## config.mk

```make
export PLATFORM = sky130hd
export DESIGN_NAME = digit_overlay_ctrl
export DESIGN_NICKNAME = d
export VERILOG_FILES = /design/src/rtl/digit_overlay_pkg.sv /design/src/rtl/overlay_cell_decode.sv /design/src/rtl/digit_overlay_ctrl.sv
export SDC_FILE = /design/constraint.sdc
export NUM_CORES = 1
export LEC_CHECK = 0
export CAP_MARGIN = 10
export CORE_MARGIN = 3
export CORE_UTILIZATION = 41
export CTS_BUF_LIST = sky130_fd_sc_hd__clkbuf_8 sky130_fd_sc_hd__clkbuf_16
export CTS_CLUSTER_SIZE = 8
export DETAILED_ROUTE_END_ITERATION = 7
export PLACE_DENSITY_LB_ADDON = 0.3
export SYNTH_ARGS = -nofsm -noshare
export SYNTH_HDL_FRONTEND = slang
export SYNTH_HIERARCHICAL = 1
export SYNTH_SLANG_ARGS = --single-unit
```

## constraint.sdc

```tcl
create_clock -name clk -period 4.3 [get_ports clk]
set_input_delay 0.645 -clock clk [delete_from_list [all_inputs] [get_ports clk]]
set_output_delay 0.645 -clock clk [all_outputs]
set_load 0.005 [all_outputs]
```

## src/rtl/digit_overlay_pkg.sv

```systemverilog
`default_nettype none
// ============================================================================
// Module      : digit_overlay_pkg
// Description : Shared types, sizes and blank-mask helper for the digit overlay.
// Revision    : 1.0 - initial release
// ============================================================================
package digit_overlay_pkg;

    localparam int GLYPH_W = 16;
    localparam int GLYPH_H = 16;
    localparam int N_FRE   = 6;
    localparam int N_VOPP  = 3;

    typedef logic [3:0] bcd_t;

    typedef enum logic {
        FIELD_FRE  = 1'b0,
        FIELD_VOPP = 1'b1
    } field_e;

    // Bit i of the result belongs to nibble i (bit 0 = units). Only the
    // lowest n nibbles are examined; higher result bits stay 0.
    function automatic logic [N_FRE-1:0] blank_mask(
        input logic [4*N_FRE-1:0] nibs,
        input int                 n,
        input logic               lz
    );
        logic [N_FRE-1:0] mask;
        logic             zero_above;
        bcd_t             nib;
        mask       = '0;
        zero_above = 1'b1;
        for (int i = N_FRE - 1; i >= 0; i--) begin
            if (i < n) begin
                nib        = nibs[i*4 +: 4];
                mask[i]    = (nib > 4'd9) || (lz && zero_above && (nib == 4'd0) && (i != 0));
                zero_above = zero_above && (nib == 4'd0);
            end
        end
        return mask;
    endfunction

endpackage
`default_nettype wire

```

## src/rtl/overlay_cell_decode.sv

```systemverilog
`default_nettype none
// ============================================================================
// Module      : overlay_cell_decode
// Description : Maps a pixel position to the digit cell it hits, if any.
// Revision    : 1.0 - initial release
// ============================================================================
module overlay_cell_decode
    import digit_overlay_pkg::*;
#(
    parameter int FRE_X0  = 200,
    parameter int FRE_Y0  = 100,
    parameter int VOPP_X0 = 200,
    parameter int VOPP_Y0 = 140,
    parameter int PITCH   = 20
) (
    input  logic [9:0] pix_x,
    input  logic [9:0] pix_y,
    output logic       hit,
    output field_e     field,
    output logic [2:0] k,
    output logic [3:0] row,
    output logic [3:0] col
);

    localparam logic [10:0] c_fre_y0  = 11'(FRE_Y0);
    localparam logic [10:0] c_vopp_y0 = 11'(VOPP_Y0);
    localparam logic [10:0] c_h_last  = 11'(GLYPH_H - 1);
    localparam logic [10:0] c_w_last  = 11'(GLYPH_W - 1);

    logic [10:0]      w_x;
    logic [10:0]      w_y;
    logic             w_fre_row_in;
    logic             w_vopp_row_in;
    logic [3:0]       w_fre_row;
    logic [3:0]       w_vopp_row;
    logic [N_FRE-1:0] w_fre_col_in;
    logic [N_VOPP-1:0] w_vopp_col_in;
    logic [3:0]       w_fre_col  [N_FRE];
    logic [3:0]       w_vopp_col [N_VOPP];

    assign w_x = {1'b0, pix_x};
    assign w_y = {1'b0, pix_y};

    assign w_fre_row_in  = (w_y >= c_fre_y0)  && (w_y <= c_fre_y0 + c_h_last);
    assign w_vopp_row_in = (w_y >= c_vopp_y0) && (w_y <= c_vopp_y0 + c_h_last);
    assign w_fre_row     = pix_y[3:0] - c_fre_y0[3:0];
    assign w_vopp_row    = pix_y[3:0] - c_vopp_y0[3:0];

    // Cell origins are elaboration-time constants, so each cell costs only
    // two comparators and a 4-bit subtract.
    generate
        for (genvar i = 0; i < N_FRE; i++) begin : g_fre_cell
            localparam logic [10:0] c_x0 = 11'(FRE_X0 + PITCH * i);
            assign w_fre_col_in[i] = (w_x >= c_x0) && (w_x <= c_x0 + c_w_last);
            assign w_fre_col[i]    = pix_x[3:0] - c_x0[3:0];
        end
        for (genvar i = 0; i < N_VOPP; i++) begin : g_vopp_cell
            localparam logic [10:0] c_x0 = 11'(VOPP_X0 + PITCH * i);
            assign w_vopp_col_in[i] = (w_x >= c_x0) && (w_x <= c_x0 + c_w_last);
            assign w_vopp_col[i]    = pix_x[3:0] - c_x0[3:0];
        end
    endgenerate

    // Vpp is resolved first so an overlapping frequency cell overrides it.
    always_comb begin
        hit   = 1'b0;
        field = FIELD_FRE;
        k     = 3'd0;
        row   = 4'd0;
        col   = 4'd0;
        if (w_vopp_row_in) begin
            for (int i = 0; i < N_VOPP; i++) begin
                if (w_vopp_col_in[i]) begin
                    hit   = 1'b1;
                    field = FIELD_VOPP;
                    k     = 3'(i);
                    row   = w_vopp_row;
                    col   = w_vopp_col[i];
                end
            end
        end
        if (w_fre_row_in) begin
            for (int i = 0; i < N_FRE; i++) begin
                if (w_fre_col_in[i]) begin
                    hit   = 1'b1;
                    field = FIELD_FRE;
                    k     = 3'(i);
                    row   = w_fre_row;
                    col   = w_fre_col[i];
                end
            end
        end
    end

endmodule
`default_nettype wire

```

## src/rtl/digit_overlay_ctrl.sv

```systemverilog
`default_nettype none
// ============================================================================
// Module      : digit_overlay_ctrl
// Description : Frame-synchronous BCD readout overlay driving a shared glyph ROM.
// Revision    : 1.0 - initial release
// ============================================================================
module digit_overlay_ctrl
    import digit_overlay_pkg::*;
#(
    parameter int FRE_X0    = 200,
    parameter int FRE_Y0    = 100,
    parameter int VOPP_X0   = 200,
    parameter int VOPP_Y0   = 140,
    parameter int PITCH     = 20,
    parameter int VS_ACTIVE = 0
) (
    input  logic        clk,
    input  logic        rst_n,
    input  logic [9:0]  pix_x,
    input  logic [9:0]  pix_y,
    input  logic        de_in,
    input  logic        hs_in,
    input  logic        vs_in,
    input  logic        upd_valid,
    output logic        upd_ready,
    input  logic [23:0] fre_bcd,
    input  logic [11:0] vopp_bcd,
    input  logic        lz_en,
    output logic [3:0]  glyph_num,
    output logic [3:0]  glyph_addr,
    input  logic [15:0] glyph_row,
    output logic        pix_on,
    output logic        de_out,
    output logic        hs_out,
    output logic        vs_out
);

    localparam logic c_vs_act = 1'(VS_ACTIVE);

    logic              r_upd_ready;
    logic              r_pending_flag;
    logic [23:0]       r_pend_fre;
    logic [11:0]       r_pend_vopp;
    logic              r_pend_lz;
    logic [23:0]       r_disp_fre;
    logic [11:0]       r_disp_vopp;
    logic [N_FRE-1:0]  r_blank_fre;
    logic [N_VOPP-1:0] r_blank_vopp;
    logic              r_vs_prev;

    logic [3:0]        r_glyph_num;
    logic [3:0]        r_glyph_addr;
    logic [3:0]        r_col;
    logic              r_hit_q;
    logic              r_pix_on;
    logic [2:0]        r_sync_d1;
    logic [2:0]        r_sync_d2;

    logic              w_accept;
    logic              w_frame_edge;
    logic              w_apply;
    logic              w_pending_nxt;
    logic [N_FRE-1:0]  w_mask_fre;
    logic [N_FRE-1:0]  w_mask_vopp;
    logic [N_FRE-N_VOPP-1:0] w_unused_mask_hi;

    logic              w_hit_raw;
    logic              w_hit;
    field_e            w_field;
    logic [2:0]        w_k;
    logic [3:0]        w_row;
    logic [3:0]        w_col;
    bcd_t              w_nib;
    logic              w_blank;

    // ------------------------------------------------------------------
    // Update handshake and frame-start application
    // ------------------------------------------------------------------
    assign w_accept     = upd_valid & r_upd_ready;
    assign w_frame_edge = (vs_in == c_vs_act) && (r_vs_prev != c_vs_act);
    assign w_apply      = w_frame_edge & r_pending_flag;

    always_comb begin
        w_pending_nxt = r_pending_flag;
        if (w_apply) begin
            w_pending_nxt = 1'b0;
        end
        if (w_accept) begin
            w_pending_nxt = 1'b1;
        end
    end

    assign w_mask_fre       = blank_mask(r_pend_fre, N_FRE, r_pend_lz);
    assign w_mask_vopp      = blank_mask({12'h000, r_pend_vopp}, N_VOPP, r_pend_lz);
    assign w_unused_mask_hi = w_mask_vopp[N_FRE-1:N_VOPP];

    always_ff @(posedge clk) begin
        if (!rst_n) begin
            r_upd_ready    <= 1'b0;
            r_pending_flag <= 1'b0;
            r_pend_fre     <= '0;
            r_pend_vopp    <= '0;
            r_pend_lz      <= 1'b0;
            r_disp_fre     <= '0;
            r_disp_vopp    <= '0;
            r_blank_fre    <= '0;
            r_blank_vopp   <= '0;
            r_vs_prev      <= c_vs_act;
        end else begin
            r_vs_prev      <= vs_in;
            r_pending_flag <= w_pending_nxt;
            r_upd_ready    <= !w_pending_nxt;
            // The display copy reads the old pending values, so a same-cycle
            // accept is held over to the next frame.
            if (w_apply) begin
                r_disp_fre   <= r_pend_fre;
                r_disp_vopp  <= r_pend_vopp;
                r_blank_fre  <= w_mask_fre;
                r_blank_vopp <= w_mask_vopp[N_VOPP-1:0];
            end
            if (w_accept) begin
                r_pend_fre  <= fre_bcd;
                r_pend_vopp <= vopp_bcd;
                r_pend_lz   <= lz_en;
            end
        end
    end

    // ------------------------------------------------------------------
    // Stage 0: cell decode and ROM address
    // ------------------------------------------------------------------
    overlay_cell_decode #(
        .FRE_X0  (FRE_X0),
        .FRE_Y0  (FRE_Y0),
        .VOPP_X0 (VOPP_X0),
        .VOPP_Y0 (VOPP_Y0),
        .PITCH   (PITCH)
    ) u_cell_decode (
        .pix_x (pix_x),
        .pix_y (pix_y),
        .hit   (w_hit_raw),
        .field (w_field),
        .k     (w_k),
        .row   (w_row),
        .col   (w_col)
    );

    assign w_hit = de_in & w_hit_raw;

    always_comb begin
        w_nib   = '0;
        w_blank = 1'b0;
        if (w_field == FIELD_FRE) begin
            for (int i = 0; i < N_FRE; i++) begin
                if (w_k == 3'(i)) begin
                    w_nib   = r_disp_fre[(N_FRE-1-i)*4 +: 4];
                    w_blank = r_blank_fre[N_FRE-1-i];
                end
            end
        end else begin
            for (int i = 0; i < N_VOPP; i++) begin
                if (w_k == 3'(i)) begin
                    w_nib   = r_disp_vopp[(N_VOPP-1-i)*4 +: 4];
                    w_blank = r_blank_vopp[N_VOPP-1-i];
                end
            end
        end
    end

    always_ff @(posedge clk) begin
        if (!rst_n) begin
            r_glyph_num  <= '0;
            r_glyph_addr <= '0;
            r_col        <= '0;
            r_hit_q      <= 1'b0;
        end else begin
            r_hit_q <= w_hit & !w_blank;
            if (w_hit) begin
                r_glyph_num  <= (w_nib > 4'd9) ? 4'd0 : w_nib;
                r_glyph_addr <= w_row;
                r_col        <= w_col;
            end
        end
    end

    // ------------------------------------------------------------------
    // Stage 1: ROM bit select and sync alignment
    // ------------------------------------------------------------------
    always_ff @(posedge clk) begin
        if (!rst_n) begin
            r_pix_on  <= 1'b0;
            r_sync_d1 <= '0;
            r_sync_d2 <= '0;
        end else begin
            r_pix_on  <= r_hit_q & glyph_row[4'd15 - r_col];
            r_sync_d1 <= {de_in, hs_in, vs_in};
            r_sync_d2 <= r_sync_d1;
        end
    end

    assign upd_ready  = r_upd_ready;
    assign glyph_num  = r_glyph_num;
    assign glyph_addr = r_glyph_addr;
    assign pix_on     = r_pix_on;
    assign de_out     = r_sync_d2[2];
    assign hs_out     = r_sync_d2[1];
    assign vs_out     = r_sync_d2[0];

endmodule
`default_nettype wire

```

# Word level (Yosys, flattened, before mapping)
# Cells that the tools add are included.
[totals] reg_bits=105 output_inout_bits=13 elab_cells=175
[op_classes] add_sub_neg=6 magnitude_cmp=27 n_eq_ne=5 muxes=75 bitwise=6 n_reduce_logical=39
[ops] operator="$mux 4" n=33
[ops] operator="$ge 10x8->1 const B" n=4
[ops] operator="$gt 4x4->1 const B" n=10
[ops] operator="$le 10x8->1 const B" n=4
[ops] operator="$mux 1" n=32
[ops] operator="$ge 10x9->1 const B" n=3
[ops] operator="$le 10x9->1 const B" n=3
[ops] operator="$logic_not 4->1" n=7
[ops] operator="$mux 3" n=8
[ops] operator="$logic_and 1x1->1" n=22
[ops] operator="$sub 4x4->4 const B" n=3
[ops] operator="$ge 10x7->1 const B" n=1
[ops] operator="$le 10x7->1 const B" n=1
[ops] operator="$sub 4x3->4 const B" n=2
[ops] operator="$logic_or 1x1->1" n=7
[ops] operator="$eq 3x2->1 const B" n=2
[ops] operator="$eq 3x3->1 const B" n=2
[ops] operator="$and 1x1->1" n=5
[ops] operator="$lt 4x5->1 const B" n=1
[ops] operator="$bmux 1 s4" n=1
[ops] operator="$sub 4x4->4 const A" n=1
[ops] operator="$eq 3x1->1 const B" n=1
[ops] operator="$logic_not 3->1" n=1
[ops] operator="$logic_not 1->1" n=2
[ops] operator="other kinds (2)" n=2

# Longest topological paths before layout
# Gate-level depths: netlist (run 1).
[depth] depth_word=22 mapped_depth=16 depth_no_buf=13

# Cells and area by module
# Netlist (run 1), hierarchy kept.
[modules_own_cells] module="digit_overlay_ctrl" n_inst=1 cells_each=518 area_per_inst_um2=4463.0
[modules_own_cells] module="overlay_cell_decode" n_inst=1 cells_each=104 area_per_inst_um2=730.7

# Least setup slack after synthesis (run 1)
# OpenSTA, ideal clock, no wires.
[synth_path] path_kind="input -> register" startpoint="input port pix_x[3]" endpoint="register r_glyph_num[3], in the netlist glyph_num[3]" setup_ps=84 arrival_time_ps=3289 t_required_ps=4216 path_slack_ps=927 cell_stages=14 path_cell_list="inv_1 ha_1 or3b_2 a31oi_1 o21ai_1 a21o_1 a21bo_1 o21ai_0 buf_2 mux2_2 a221o_1 o211ai_1 o21ai_1 o31ai_2"
[synth_between] elab_chain_cells=22 word_cells_on_any_way=65 cone_classes="order compare (13); eq/ne (5); mux (39); bitwise (1); reduce/logical (7)"
[synth_lines] element="start, declared" line_no="digit_overlay_ctrl.sv:19" source="input logic [9:0] pix_x,"
[synth_lines] element="$ge 10x8->1 / $le 10x8->1 (equally long branches)" line_no="overlay_cell_decode.sv:54, overlay_cell_decode.sv:59"
[synth_lines] element="$logic_and 1x1->1" line_no="overlay_cell_decode.sv:54, overlay_cell_decode.sv:59"
[synth_lines] element="$mux 1" line_no="overlay_cell_decode.sv:73" source="if (w_vopp_col_in[i]) begin"
[synth_lines] element="$mux 2" line_no="overlay_cell_decode.sv:73"
[synth_lines] element="$mux 3" line_no="overlay_cell_decode.sv:71" source="if (w_vopp_row_in) begin"
[synth_lines] element="$mux 3 (6 in series)" line_no="overlay_cell_decode.sv:84" source="if (w_fre_col_in[i]) begin"
[synth_lines] element="$mux 3 (*)" line_no="overlay_cell_decode.sv:82" source="if (w_fre_row_in) begin"
[synth_lines] element="net w_k[0]" line_no="digit_overlay_ctrl.sv:70" source="logic [2:0] w_k;"
[synth_lines] element="$logic_not 3->1" line_no="digit_overlay_ctrl.sv:155, digit_overlay_ctrl.sv:162"
[synth_lines] element="$mux 4 (6 in series)" line_no="digit_overlay_ctrl.sv:155" source="if (w_k == 3'(i)) begin"
[synth_lines] element="$mux 4 (*)" line_no="digit_overlay_ctrl.sv:153" source="if (w_field == FIELD_FRE) begin"
[synth_lines] element="$gt 4x4->1" line_no="digit_overlay_ctrl.sv:179" source="r_glyph_num <= (w_nib > 4'd9) ? 4'd0 : w_nib;"
[synth_lines] element="$mux 4 (*)" line_no="digit_overlay_ctrl.sv:179"
[synth_lines] element="end signal, assigned" line_no="digit_overlay_ctrl.sv:179"
[synth_lines] element="end, declared" line_no="digit_overlay_ctrl.sv:51" source="logic [3:0] r_glyph_num;"
# The timed path passes the listed nets; every way through them passes the cells marked *.
# A chain may end at the register's enable or synchronous reset.

# Final worst setup path (run 1)
[layout_path] startpoint="input port pix_x[2]" endpoint="register r_glyph_num[1], in the netlist glyph_num[1]"
[layout_between] word_cells_on_any_way=65 cone_classes="order compare (13); eq/ne (5); mux (39); bitwise (1); reduce/logical (7)"
[layout_lines] element="$ge 10x8->1 / $le 10x8->1 (equally long branches)" line_no="overlay_cell_decode.sv:54, overlay_cell_decode.sv:59"
[layout_lines] element="$logic_and 1x1->1" line_no="overlay_cell_decode.sv:54, overlay_cell_decode.sv:59"
[layout_lines] element="$mux 2" line_no="overlay_cell_decode.sv:73"
[layout_lines] element="$mux 3" line_no="overlay_cell_decode.sv:71"
[layout_lines] element="$mux 3 (6 in series)" line_no="overlay_cell_decode.sv:84"
[layout_lines] element="$mux 3 (*)" line_no="overlay_cell_decode.sv:82"
[layout_lines] element="net w_k[1]" line_no="digit_overlay_ctrl.sv:70"
[layout_lines] element="$logic_not 3->1" line_no="digit_overlay_ctrl.sv:155, digit_overlay_ctrl.sv:162"
[layout_lines] element="$mux 4 (6 in series)" line_no="digit_overlay_ctrl.sv:155"
[layout_lines] element="$mux 4 (*)" line_no="digit_overlay_ctrl.sv:153"
[layout_lines] element="$gt 4x4->1" line_no="digit_overlay_ctrl.sv:179"
[layout_lines] element="$mux 4 (*)" line_no="digit_overlay_ctrl.sv:179"
# Marks and branches as above.

==> results of run 1 <==
==> logic make-up after synthesis <==
logic type,after synthesis,share of synthesized area
buffers and inverters,48,0.03903
AND/OR/NAND/NOR,277,0.2496
AO/OA/AOI/OAI,164,0.2317
adder cells (fa/ha/maj),10,0.02409
multiplexers,19,0.05469
flip-flops,104,0.4009
==> stage by stage <==
| step | util | total power [uW] |
|---|---|---|
| global placement | 0.5126 | 1224 |
| floorplan | - | 1117 |
| CTS | 0.5369 | 2042 |
| global route | 0.5391 | 2109 |
| finish | 0.5391 | 2023 |
| detailed placement | 0.5126 | 1227 |
==> worst max-delay path by stage <==
stage,start,end,cells past startpoint
final,pix_x[2],glyph_num[1]$_SDFFE_PN0P_,14
after global routing,pix_x[2],glyph_num[0]$_SDFFE_PN0P_,15
after CTS,pix_x[2],glyph_num[1]$_SDFFE_PN0P_,14
after detailed placement,pix_x[2],glyph_num[1]$_SDFFE_PN0P_,14
after global placement,pix_x[2],glyph_num[1]$_SDFFE_PN0P_,14
after floorplan,pix_x[3],glyph_num[3]$_SDFFE_PN0P_,14
==> cell type report <==
class                      instances  area [um^2]
sequential                       104         2082
clock inverter                     7        71.32
inverter                           7        26.28
fill                            1198         5628
timing repair buffer             108         1054
clock buffer                       9        225.2
tap                              168        210.2
multi-input combinational        470         2915
==> cell usage in the layout, fill, tap and decap left out, types with 4 or more instances in the layout <==
cell,netlist,routed
sky130_fd_sc_hd__nand2_1,178,178
sky130_fd_sc_hd__dfxtp_1,104,104
sky130_fd_sc_hd__clkdlybuf4s50_1,0,90
sky130_fd_sc_hd__a21boi_0,83,83
sky130_fd_sc_hd__o21ai_0,19,18
sky130_fd_sc_hd__buf_4,2,16
sky130_fd_sc_hd__nor2_1,16,15
sky130_fd_sc_hd__nand3_1,13,13
sky130_fd_sc_hd__nand2b_1,12,12
sky130_fd_sc_hd__a21oi_1,11,11
sky130_fd_sc_hd__mux2i_1,10,10
sky130_fd_sc_hd__nor2b_1,10,10
sky130_fd_sc_hd__ha_1,10,10
sky130_fd_sc_hd__and2_1,9,9
sky130_fd_sc_hd__a31oi_1,9,9
sky130_fd_sc_hd__clkbuf_16,0,9
sky130_fd_sc_hd__inv_1,7,8
sky130_fd_sc_hd__nor4_1,7,7
sky130_fd_sc_hd__o211ai_1,6,6
sky130_fd_sc_hd__nand4bb_1,4,4
sky130_fd_sc_hd__o21ai_1,4,4
sky130_fd_sc_hd__mux4_1,4,4
==> critical path: stages <==
cell,delay (ns)
sky130_fd_sc_hd__clkdlybuf4s50_1,0.57
sky130_fd_sc_hd__inv_1,0.14
sky130_fd_sc_hd__ha_1,0.23
sky130_fd_sc_hd__nand4bb_1,0.10
sky130_fd_sc_hd__a311o_1,0.23
sky130_fd_sc_hd__a221oi_4,0.10
sky130_fd_sc_hd__a21oi_1,0.19
sky130_fd_sc_hd__a32oi_1,0.07
sky130_fd_sc_hd__a21oi_1,0.81
sky130_fd_sc_hd__buf_4,0.27
sky130_fd_sc_hd__nor2b_1,0.27
sky130_fd_sc_hd__a221o_1,0.21
sky130_fd_sc_hd__o221ai_2,0.14
sky130_fd_sc_hd__a41o_1,0.25
==> state kept, by name, indices dropped and copies added, names as in the netlist <==
name / count
r_sync_d1: 3
glyph_num: 4
r_pend_fre: 24
r_disp_vopp: 12
r_blank_fre: 6
glyph_addr: 4
r_blank_vopp: 3
r_disp_fre: 24
r_col: 4
r_pend_vopp: 12
r_sync_d2: 3
upd_ready: 1
r_pending_flag: 1
r_hit_q: 1
r_pend_lz: 1
pix_on: 1
==> report_power, final <==
| group | switching, uW | leakage (uW) | internal (uW) |
|---|---|---|---|
| clock network | 363 | 0.000143 | 451 |
| logic | 87.5 | 0.00126 | 118 |
| registers | 18.0 | 0.000843 | 985 |
==> per-layer routing <==
layer	share of wire	global-route usage	up-vias
met2	0.46	0.2838	90
li1	-	-	2331
met4	0.020	0.05720	0
met5	0	0	-
met1	0.48	0.2382	2106
met3	0.039	0.03923	17
==> results, run 1 <==
- The routed via count is 4544.
- The tightest min-delay check is of the register to register type.
- The count of nets left with antenna violations after detail routing is 0.
- The via count of the first global-routing pass was 4328.
- The last weighted congestion value of the routability-driven placer is 0.8651.
- The endpoint required time on the critical path is 4.54 ns.
- The transition time at the pin with the least slew margin is 1.039 ns.
- The length in cells of the worst reg-to-reg path is 3.
- Counting instances, the worst hold path has a depth of 1.
- Entering global routing, the biggest net connects 54 pins.
- Setup repair after global routing left no endpoint under its margin.
- The max-slew violation total from the final report was 0.
- For the final database, setup skew stands at 0.01069 ns.
- The number of nets produced by synthesis is 711.
- For this run, the total global-route usage over all layers was measured as 0.1774.
- The worst slew slack as a fraction of its limit is 0.3076.
- At the end of the flow, the number of nets in the layout was 789.
- The post-CTS repair timing setup buffer count is 0.
- The library cell with the largest summed area after synthesis is sky130_fd_sc_hd__dfxtp_1.
- The clock edge transition at the registers on the reported setup and hold paths is 0.07 ns.
- TritonCTS built the clock tree.
- Synthesis produced 622 cells.
- The antenna diode instance count is 0.
- The final hold slack is 0.4347 ns.
- The floorplan row count is 40.
- The kind of critical path is input port to register.
- The die covers 14050 um^2.
- The most used flip-flop cell after synthesis is sky130_fd_sc_hd__dfxtp_1.
- The root buffer cell is sky130_fd_sc_hd__clkbuf_16.
- The data arrival time of the worst path is 4.22 ns.
- Sorting the synthesized cells by area gives the leading types as sky130_fd_sc_hd__dfxtp_1 40%, sky130_fd_sc_hd__nand2_1 13%, sky130_fd_sc_hd__a21boi_0 12%, sky130_fd_sc_hd__ha_1 2.4%, sky130_fd_sc_hd__clkbuf_1 2.0%.
- At the placement stage, the worst setup path has a slack of 0.01398 ns.
- In this run the most critical hold path is launched from r_sync_d1[1]$_SDFF_PN0_.
- The max-capacitance violation count is 0.
- The finished layout cell area is 6584 um^2.
- The netlist area before placement is 5194 um^2.
- The relative area change from synthesis to final layout is 26.76%.
- The number of setup violations in the final report is 0.
- The leakage power total is 0.002249 uW.
- The fraction of final layout cells sized beyond drive strength 1 is 0.07518.
- The clock latency at the later pin of the worst-skew pair is 0.35 ns.
- The achievable frequency is 251.3 MHz.
- The number of antenna violations at the first check in global routing is 0.
- Buffers inserted to repair hold after CTS numbered 0.
- Synthesis instantiated 64 different standard cells from the library.
- The endpoint identified for the worst register-to-register timing path is pix_on$_SDFF_PN0_.
- The total grt overflow is 0.
- The start of the worst register-to-register path is r_col[0]$_SDFFE_PN0P_.
- The count of state elements after synthesis is 104.
- The wire length of the first global-routing pass is 20940 um.
- Sorting the synthesized cells by how often they occur yields 178 x sky130_fd_sc_hd__nand2_1, 104 x sky130_fd_sc_hd__dfxtp_1, 83 x sky130_fd_sc_hd__a21boi_0.
- Once the clock tree was built, the resizer swapped 0 gates to a different size.
- For this run, the register share of the synthesized area comes to 0.4009.
- The share of synthesized area in the top cell type comes to 0.4009.
- Measured along the x axis, the die boundary spans 118.6 um.
- After legalization and detailed placement, the total HPWL measured 9345 um.
- After synthesis, the share of flip-flops with an asynchronous set or reset is 0.
- The top-level I/O count is 92.
- The hold path endpoint is r_sync_d2[1]$_SDFF_PN0_.
- Dividing the detail-routed wire length by the instance count gives 14.33 um.
- The reg-to-reg setup timing slack is 2.44 ns.
- The first detailed-routing pass ran for 5 iterations.
- The total negative setup slack is 0 ns.
- The count of flip-flops with a built-in enable after synthesis is 0.
- The TritonCTS buffer count is 9.
- The core region is 12210 um^2.
- The placed cell area is 6260 um^2.
- The final critical path time including I/O delays and setup is 3.979 ns.
- The final period utilization is 0.9254.
- In this run the power density over the cells is 307.3 nW/um^2.
- Yosys printed 6 warnings.
- The element type at the critical path end is a register.
- The remaining routing DRC violations is 0.
- The flow ran to the end, and the final reports show no timing, DRC or antenna violations.
- Setup slack closes at 0.3209 ns.
- The synthesized area divided by synthesized cell count is 8.350 um^2.
- The clock passes through at most 2 buffers.
- The wire length reported by the detailed router is 12510 um.
- The number of standard cells in the layout, taps in and fillers out is 873.
- The number of hold violations in the final report is 0.
- The number of placed instances, taps included, is 856.
- The H-tree depth is 3.
- The starting density of the core is 0.4253.
- The most frequent cell after synthesis is sky130_fd_sc_hd__nand2_1.
- The tree built by TritonCTS fans out to 104 sinks.
- The count of buffers added on input and output ports is 91.
- The first-iteration detailed-routing DRC count is 210.
- The average via count per standard cell is 5.205.
- The die boundary height is 118.6 um.
- Of all nets on the critical path, the largest fanout is 13.
- The worst-case IR drop observed on VDD is 0.2105 mV.
- The kind of launch point of the worst setup path is an input port.
(Power assumes the default switching activity.)
==> run 2, diff against run 1 <==
- clock period: 4.3 -> 3.9 ns (I/O delays scaled with it)
==> run 2 against run 1 <==
Effect of this change: sequential cell count stayed put; clock skew shrank 0.00051 ns; final area is 1.2% higher; first-iteration DRC count rose by 26%; register-to-register slack worse by 0.40 ns; global-route usage barely moved; critical path depth shrank 1; sequential power is 11% higher; critical path type unchanged; critical endpoint is now glyph_num[3]$_SDFFE_PN0P_; largest power group unchanged; highest routed layer unchanged.
==> results, run 2 (synthesis gave the netlist of run 1 again) <==
- The wire length of the first global-routing pass is 20940 um (unchanged).
- The routed via count is 4656 (+2.5%).
- The placed cell area came to 6327 um^2 (+1.1%).
- The last weighted congestion value of the routability-driven placer is 0.8978 (+3.8%).
- The number of input and output port buffers inserted came to 91 (unchanged).
- The leakage power total came to 0.002300 uW (+2.3%).
- The maximum number of pins on one net before global-route repair was 54 (unchanged).
- Traced cell by cell, the critical path runs through clkdlybuf4s50_1 -> ha_1 -> or3b_2 -> a31oi_1 -> o21ai_1 -> a21o_1 -> a21bo_1 -> o21ai_2 -> mux2_2 -> a221o_1 -> o211ai_1 -> o21ai_1 -> o31ai_2.
- The clock edge transition at the registers on the reported setup and hold paths is 0.07 ns (about the same).
- For this design, the slowest cell found on the critical path is sky130_fd_sc_hd__clkdlybuf4s50_1.
- The starting density of the core was 0.4253 (unchanged).
- The die boundary height was 118.6 um (unchanged).
- The peak supply drop is 0.1906 mV (-9.5%).
- The floorplan row count was 40 (unchanged).
- The total chip power is 2229 uW (+10%).
- The reg-to-reg setup timing slack is 2.04 ns (-0.40 ns).
- The achievable frequency is 271.5 MHz.
- The library cell used most frequently in the layout, excluding fill and tap cells, is sky130_fd_sc_hd__nand2_1.
- The length in cells of the worst reg-to-reg path came to 3 (unchanged).
- The largest registers in the layout are r_disp_fre x24, r_pend_fre x24.
- The relative area change from synthesis to final layout is 28.26%.
- The worst hold path belongs to the class register to register.
- The register cell area after layout is 2082 um^2 (unchanged).
- The TritonCTS buffer count is 9 (unchanged).
- The kind of launch point of the worst setup path is an input port.
- The count of nets left with antenna violations after detail routing is 0 (unchanged).
- The max-slew violation total from the final report is 0 (unchanged).
- The run finished with clean final reports.
- The number of sinks on the clock net is 104 (unchanged).
- Setup repair after global routing left no endpoint under its margin.
- The gate family responsible for the most delay along the worst path is compound AO/OA/AOI/OAI gates.
- The maximum number of buffers from clock root to sink is 2 (unchanged).
- The core box area was 12210 um^2 (unchanged).
- The global-route usage over all layers is 0.1778 (+0.0003676).
- TritonCTS built the clock tree.
- The number of hold violations in the final report is 0 (unchanged).
- The number of setup violations in the final report is 0 (unchanged).
- The delay of the slowest critical-path stage is 0.57 ns (-0.24 ns).
- The final hold slack is 0.4300 ns (-0.004712 ns).
- The kind of critical path is input port to register.
- The data arrival time of the worst path is 3.94 ns (-0.28 ns).
- The total negative setup slack is 0 ns (unchanged).
- The fraction of final layout cells sized beyond drive strength 1 is 0.08964 (+0.01446).
- The total number of nets in the final design was 798 (+1.1%).
- The detailed-route wire length per cell came to 14.53 um (+1.4%).
- The final critical path time including I/O delays and setup is 3.684 ns.
- The hold path endpoint is r_sync_d2[2]$_SDFF_PN0_.
- By instance count, the cell type seen most on the critical path is sky130_fd_sc_hd__o21ai_1.
- The via count of the first global-routing pass is 4391 (+1.5%).
- The overall die area is 14050 um^2 (unchanged).
- The total power density per cell area was 334.7 nW/um^2 (+8.9%).
- The length of the first detailed-routing pass in iterations is 4 (-1).
- The remaining routing DRC violations was 0 (unchanged).
- The average via count per standard cell is 5.279 (+1.4%).
- The worst reg2reg path endpoint is pix_on$_SDFF_PN0_.
- The element type at the critical path end is a register.
- The instance count along the most critical hold path is 1 (unchanged).
- The root buffer cell is sky130_fd_sc_hd__clkbuf_16.
- The clock latency at the later pin of the worst-skew pair is 0.34 ns (about the same).
- The number of antenna violations at the first check in global routing is 0 (unchanged).
- The number of buffers and inverters on the critical path was 1 (-2).
- The transition time at the pin with the least slew margin is 0.7898 ns (-0.2489 ns).
- The max-capacitance violation count is 0 (unchanged).
- In this run the most critical hold path is launched from r_sync_d1[2]$_SDFF_PN0_.
- The top-level I/O count was 92 (unchanged).
- The layout filler cell count came to 1183 (-1.3%).
- The finished layout cell area is 6661 um^2 (+1.2%).
- In the finished design, the share of the clock period the worst path needs comes to 0.9445.
- In the layout the commonest cells are 178 x sky130_fd_sc_hd__nand2_1, 104 x sky130_fd_sc_hd__dfxtp_1, 90 x sky130_fd_sc_hd__clkdlybuf4s50_1, 83 x sky130_fd_sc_hd__a21boi_0, 25 x sky130_fd_sc_hd__buf_4.
- The multi-input combinational cell area is 2919 um^2 (+0.13%).
- In this run the critical register-to-register path is launched from r_col[0]$_SDFFE_PN0P_.
- The critical-path maximum fanout is 5 (-8).
- The clock tree skew after final layout was 0.01018 ns (-0.0005127 ns).
- The wire length reported by the detailed router is 12820 um (+2.4%).
- The endpoint required time on the critical path was 4.15 ns (-0.39 ns).
- The count of instances resized after the clock tree is built is 0 (unchanged).
- The post-CTS repair timing setup buffer count is 0 (unchanged).
- The total grt overflow is 0 (unchanged).
- The antenna diode instance count was 0 (unchanged).
- The estimated wirelength of the detail-placed design is 9451 um (+1.1%).
- The die extent in x is 118.6 um (unchanged).
- The worst slew slack as a fraction of its limit was 0.4735 (+0.1659).
- The number of buffers added to fix hold violations after cts is 0 (unchanged).
- The first-iteration detailed-routing DRC count is 265 (+26%).
- The core utilization of the finished layout is 0.5455 (+0.006353).
- The H-tree depth is 3 (unchanged).
## run 2: changes by cell type in the layout (fill, tap and decap cells not counted), sizes merged
| cell | before | now |
|---|---|---|
| buf | 18 | 27 |
| clkbuf | 9 | 13 |
| clkinvlp | 2 | 0 |
| bufinv | 1 | 0 |
| inv | 9 | 8 |
## run 2: layout make-up
type	instances	share of cell area
clock inverter	3	0.003381
multi-input combinational	470	0.4382
tap	168	0.03156
sequential	104	0.3125
clock buffer	13	0.04207
timing repair buffer	117	0.1683
inverter	7	0.003944
## run 2: where the power goes
part	total [uW]	internal (uW)	switching, uW
clock	893	505	388
combinational	230	132	97.8
sequential	1110	1090	19.7
total	2230	1720	505
## run 2: through the flow
stage	std cells	setup WS (ns)
2_1_floorplan	622	0.5870
3_3_place_gp	865	0.02600
3_5_place_dp	865	-0.06373
4_1_cts	881	0.2683
5_1_grt	882	0.02755
6_report	882	0.2165
## run 2: routing by layer
| layer | wire length (um) | vias up | track usage |
|---|---|---|---|
| met5 | 0 | - | 0 |
| met4 | 271 | 0 | 0.06589 |
| met3 | 569 | 23 | 0.03110 |
| met2 | 6011 | 109 | 0.2920 |
| met1 | 5962 | 2179 | 0.2338 |
| li1 | - | 2345 | - |
## run 2: worst max path at each step
stage / start / endpoint / slack [ns] / cells after the start
after floorplan: pix_x[3] / glyph_num[3]$_SDFFE_PN0P_ / 0.59 / 14
after global placement: pix_x[2] / glyph_num[1]$_SDFFE_PN0P_ / 0.03 / 11
after detailed placement: pix_x[2] / glyph_num[3]$_SDFFE_PN0P_ / -0.06 / 13
after CTS: pix_x[2] / glyph_num[3]$_SDFFE_PN0P_ / 0.27 / 13
after global routing: pix_x[3] / glyph_num[3]$_SDFFE_PN0P_ / 0.03 / 14
final: pix_x[2] / glyph_num[3]$_SDFFE_PN0P_ / 0.22 / 13
==> run 3, diff against run 2 <==
- ABC_CLOCK_PERIOD_IN_PS: unset -> 3900
- CORE_UTILIZATION: 41 -> 34
==> run 3 against run 2 <==
Effect of this change: non-clock buffer count is 2 lower; routed wire length is 1.3% higher; clock skew is 0.0029 ns lower; clock power is 16% higher; worst hold slack better by 0.0056 ns; count of clock-buffer cells in the layout is 3 lower; via count is 2.6% lower; highest routed layer unchanged.
==> results, run 3 (synthesis gave the netlist of run 1 again) <==
- The layout filler cell count is 1469 (+24%).
- The number of hold violations in the final report is 0 (unchanged).
- The relative area change from synthesis to final layout is 29.32%.
- The achievable frequency was 273.3 MHz (+0.67%).
- The estimated wirelength of the detail-placed design is 9678 um (+2.4%).
- TritonCTS built the clock tree.
- The max-capacitance violation count is 0 (unchanged).
- The wire length reported by the detailed router came to 12980 um (+1.3%).
- The TritonCTS buffer count is 9 (unchanged).
- The endpoint required time on the critical path is 4.17 ns (+0.02 ns).
- The data arrival time of the worst path was 3.93 ns (about the same).
- The total length of routed met3 wires was 549 um (-3.5%).
- The remaining routing DRC violations is 0 (unchanged).
- The total number of nets in the final design is 796 (-0.25%).
- The detailed-route wire length per cell is 14.49 um (-0.26%).
- The worst min-delay path category is register to register.
- The clock latency at the later pin of the worst-skew pair is 0.35 ns (about the same).
- The number of standard cells in the layout, taps in and fillers out is 896 (+1.6%).
- The number of input and output port buffers inserted is 91 (unchanged).
- The core box area is 14750 um^2 (+21%).
- The met1 layer wirelength in the final routing came to 6244 um (+4.7%).
- The worst slew slack as a fraction of its limit is 0.5066 (+0.03316).
- The number of buffers added to fix hold violations after cts is 0 (unchanged).
- The starting density of the core is 0.3520 (-0.07329).
- The H-tree depth is 3 (unchanged).
- The number of sinks on the clock net is 104 (unchanged).
- The peak supply drop came to 0.1915 mV (+0.50%).
- The antenna diode instance count came to 0 (unchanged).
- The wire length on met2 came to 6054 um (+0.72%).
- The overall die area came to 16790 um^2 (+20%).
- The length of the first detailed-routing pass in iterations is 5 (+1).
- The leakage power total is 0.002315 uW (+0.63%).
- The number of setup violations in the final report is 0 (unchanged).
- The worst setup path is launched from an input port.
- The critical-path maximum fanout is 5 (unchanged).
- The startpoint of the tightest hold check path is r_sync_d1[2]$_SDFF_PN0_.
- The global-route usage over all layers is 0.1580 (-0.01984).
- The maximum number of pins on one net before global-route repair was 56 (+3.7%).
- The core utilization of the finished layout was 0.4552 (-0.09027).
- The clock tree skew after final layout is 0.007325 ns (-0.002857 ns).
- The maximum number of buffers from clock root to sink is 2 (unchanged).
- The highest metal layer used by the detailed router is met4.
- The element type at the critical path end is a register.
- The startpoint identified for the worst register-to-register timing path is r_col[0]$_SDFFE_PN0P_.
- The routed via count is 4535 (-2.6%).
- The average via count per standard cell is 5.061 (-4.1%).
- The fraction of final layout cells sized beyond drive strength 1 is 0.08708 (-0.002557).
- The number of antenna violations at the first check in global routing is 0 (unchanged).
- The kind of critical path is input port to register.
- The total grt overflow is 0 (unchanged).
- The floorplan row count is 44 (+10%).
- The die boundary height is 129.6 um (+9.3%).
- The die extent in x came to 129.6 um (+9.3%).
- The total power density per cell area is 353.7 nW/um^2 (+5.7%).
- The clock edge transition at the registers on the reported setup and hold paths is 0.07 ns (about the same).
- The via count of the first global-routing pass is 4425 (+0.77%).
- The run finished with clean final reports.
- The last weighted congestion value of the routability-driven placer is 0.8205 (-8.6%).
- The launch point of the worst path is pix_x[2].
- The total placed cells including tap cells is 879 (+1.6%).
- The reg-to-reg setup timing slack is 2.01 ns (-0.03 ns).
- The largest registers in the layout are r_disp_fre x24, r_pend_fre x24.
- The top-level I/O count came to 92 (unchanged).
- The final period utilization is 0.9383 (-0.006247).
- The total negative setup slack is 0 ns (unchanged).
- The root buffer cell is sky130_fd_sc_hd__clkbuf_16.
- In the layout the commonest cells are 178 x sky130_fd_sc_hd__nand2_1, 104 x sky130_fd_sc_hd__dfxtp_1, 90 x sky130_fd_sc_hd__clkdlybuf4s50_1, 83 x sky130_fd_sc_hd__a21boi_0, 23 x sky130_fd_sc_hd__buf_4.
- The wire length of the first global-routing pass was 21490 um (+2.6%).
- The worst setup slack before clock tree synthesis was -0.08657 ns (-0.02284 ns).
- The first-iteration detailed-routing DRC count is 263 (-0.75%).
- The transition time at the pin with the least slew margin is 0.7401 ns (-0.04973 ns).
- The worst-case setup margin in the final layout was 0.2408 ns (+0.02436 ns).
- The max-slew violation total from the final report is 0 (unchanged).
- The final critical path time including I/O delays and setup is 3.659 ns (-0.02436 ns).
- The count of nets left with antenna violations after detail routing came to 0 (unchanged).
- The library cell used most frequently in the layout, excluding fill and tap cells, is sky130_fd_sc_hd__nand2_1.
- The final hold slack is 0.4356 ns (+0.005629 ns).
## run 3: routing by layer
metal	GRT usage	up-vias
met3	0.03710	10
met5	0	-
li1	-	2337
met1	0.2063	2108
met2	0.2639	80
met4	0.04034	0
## run 3: timing repair
item / 4_1_cts / 5_1_grt
endpoints found under the setup margin: 0 / 1
resized for setup: 0 / 2
setup buffers: 0 / 0
## run 3: worst paths after layout
check,to,cells past startpoint
setup / recovery,glyph_num[3]$_SDFFE_PN0P_,13
hold / removal,r_sync_d2[2]$_SDFF_PN0_,1
setup reg to reg,pix_on$_SDFF_PN0_,3
hold reg to reg,r_sync_d2[2]$_SDFF_PN0_,1
## run 3: worst max-delay path, cell delays in order
cell and delay (ns):
sky130_fd_sc_hd__clkdlybuf4s50_1 0.56, sky130_fd_sc_hd__ha_1 0.20, sky130_fd_sc_hd__or3b_2 0.44, sky130_fd_sc_hd__a31oi_1 0.18
sky130_fd_sc_hd__o21ai_1 0.18, sky130_fd_sc_hd__a21o_1 0.20, sky130_fd_sc_hd__a21bo_1 0.21, sky130_fd_sc_hd__o21ai_2 0.12
sky130_fd_sc_hd__mux2_2 0.38, sky130_fd_sc_hd__a221o_1 0.32, sky130_fd_sc_hd__o211ai_1 0.21, sky130_fd_sc_hd__o21ai_1 0.15
sky130_fd_sc_hd__o31ai_2 0.19
## run 3: final cells by class
class | instances | area [um^2] | share of cell area
Timing Repair Buffer | 115 | 1106 | 0.1647
Tap cell | 184 | 230.2 | 0.03428
Multi-Input combinational cell | 470 | 2925 | 0.4355
Clock buffer | 10 | 239.0 | 0.03558
Inverter | 7 | 26.28 | 0.003912
Clock inverter | 6 | 107.6 | 0.01602
Sequential cell | 104 | 2082 | 0.3100
## run 3: where the power goes
part / leakage (uW) / switching [uW] / internal (uW)
logic: 0.00130 / 98.0 / 131
registers: 0.000843 / 19.8 / 1090
clock network: 0.000174 / 398 / 643
total: 0.00231 / 516 / 1860
## run 3: stage by stage
| stage | total power, uW | cell area (um^2) |
|---|---|---|
| 2_1_floorplan | 1232 | 5194 |
| 3_3_place_gp | 1352 | 6332 |
| 3_5_place_dp | 1357 | 6332 |
| 4_1_cts | 2390 | 6679 |
| 5_1_grt | 2460 | 6716 |
| 6_report | 2376 | 6716 |
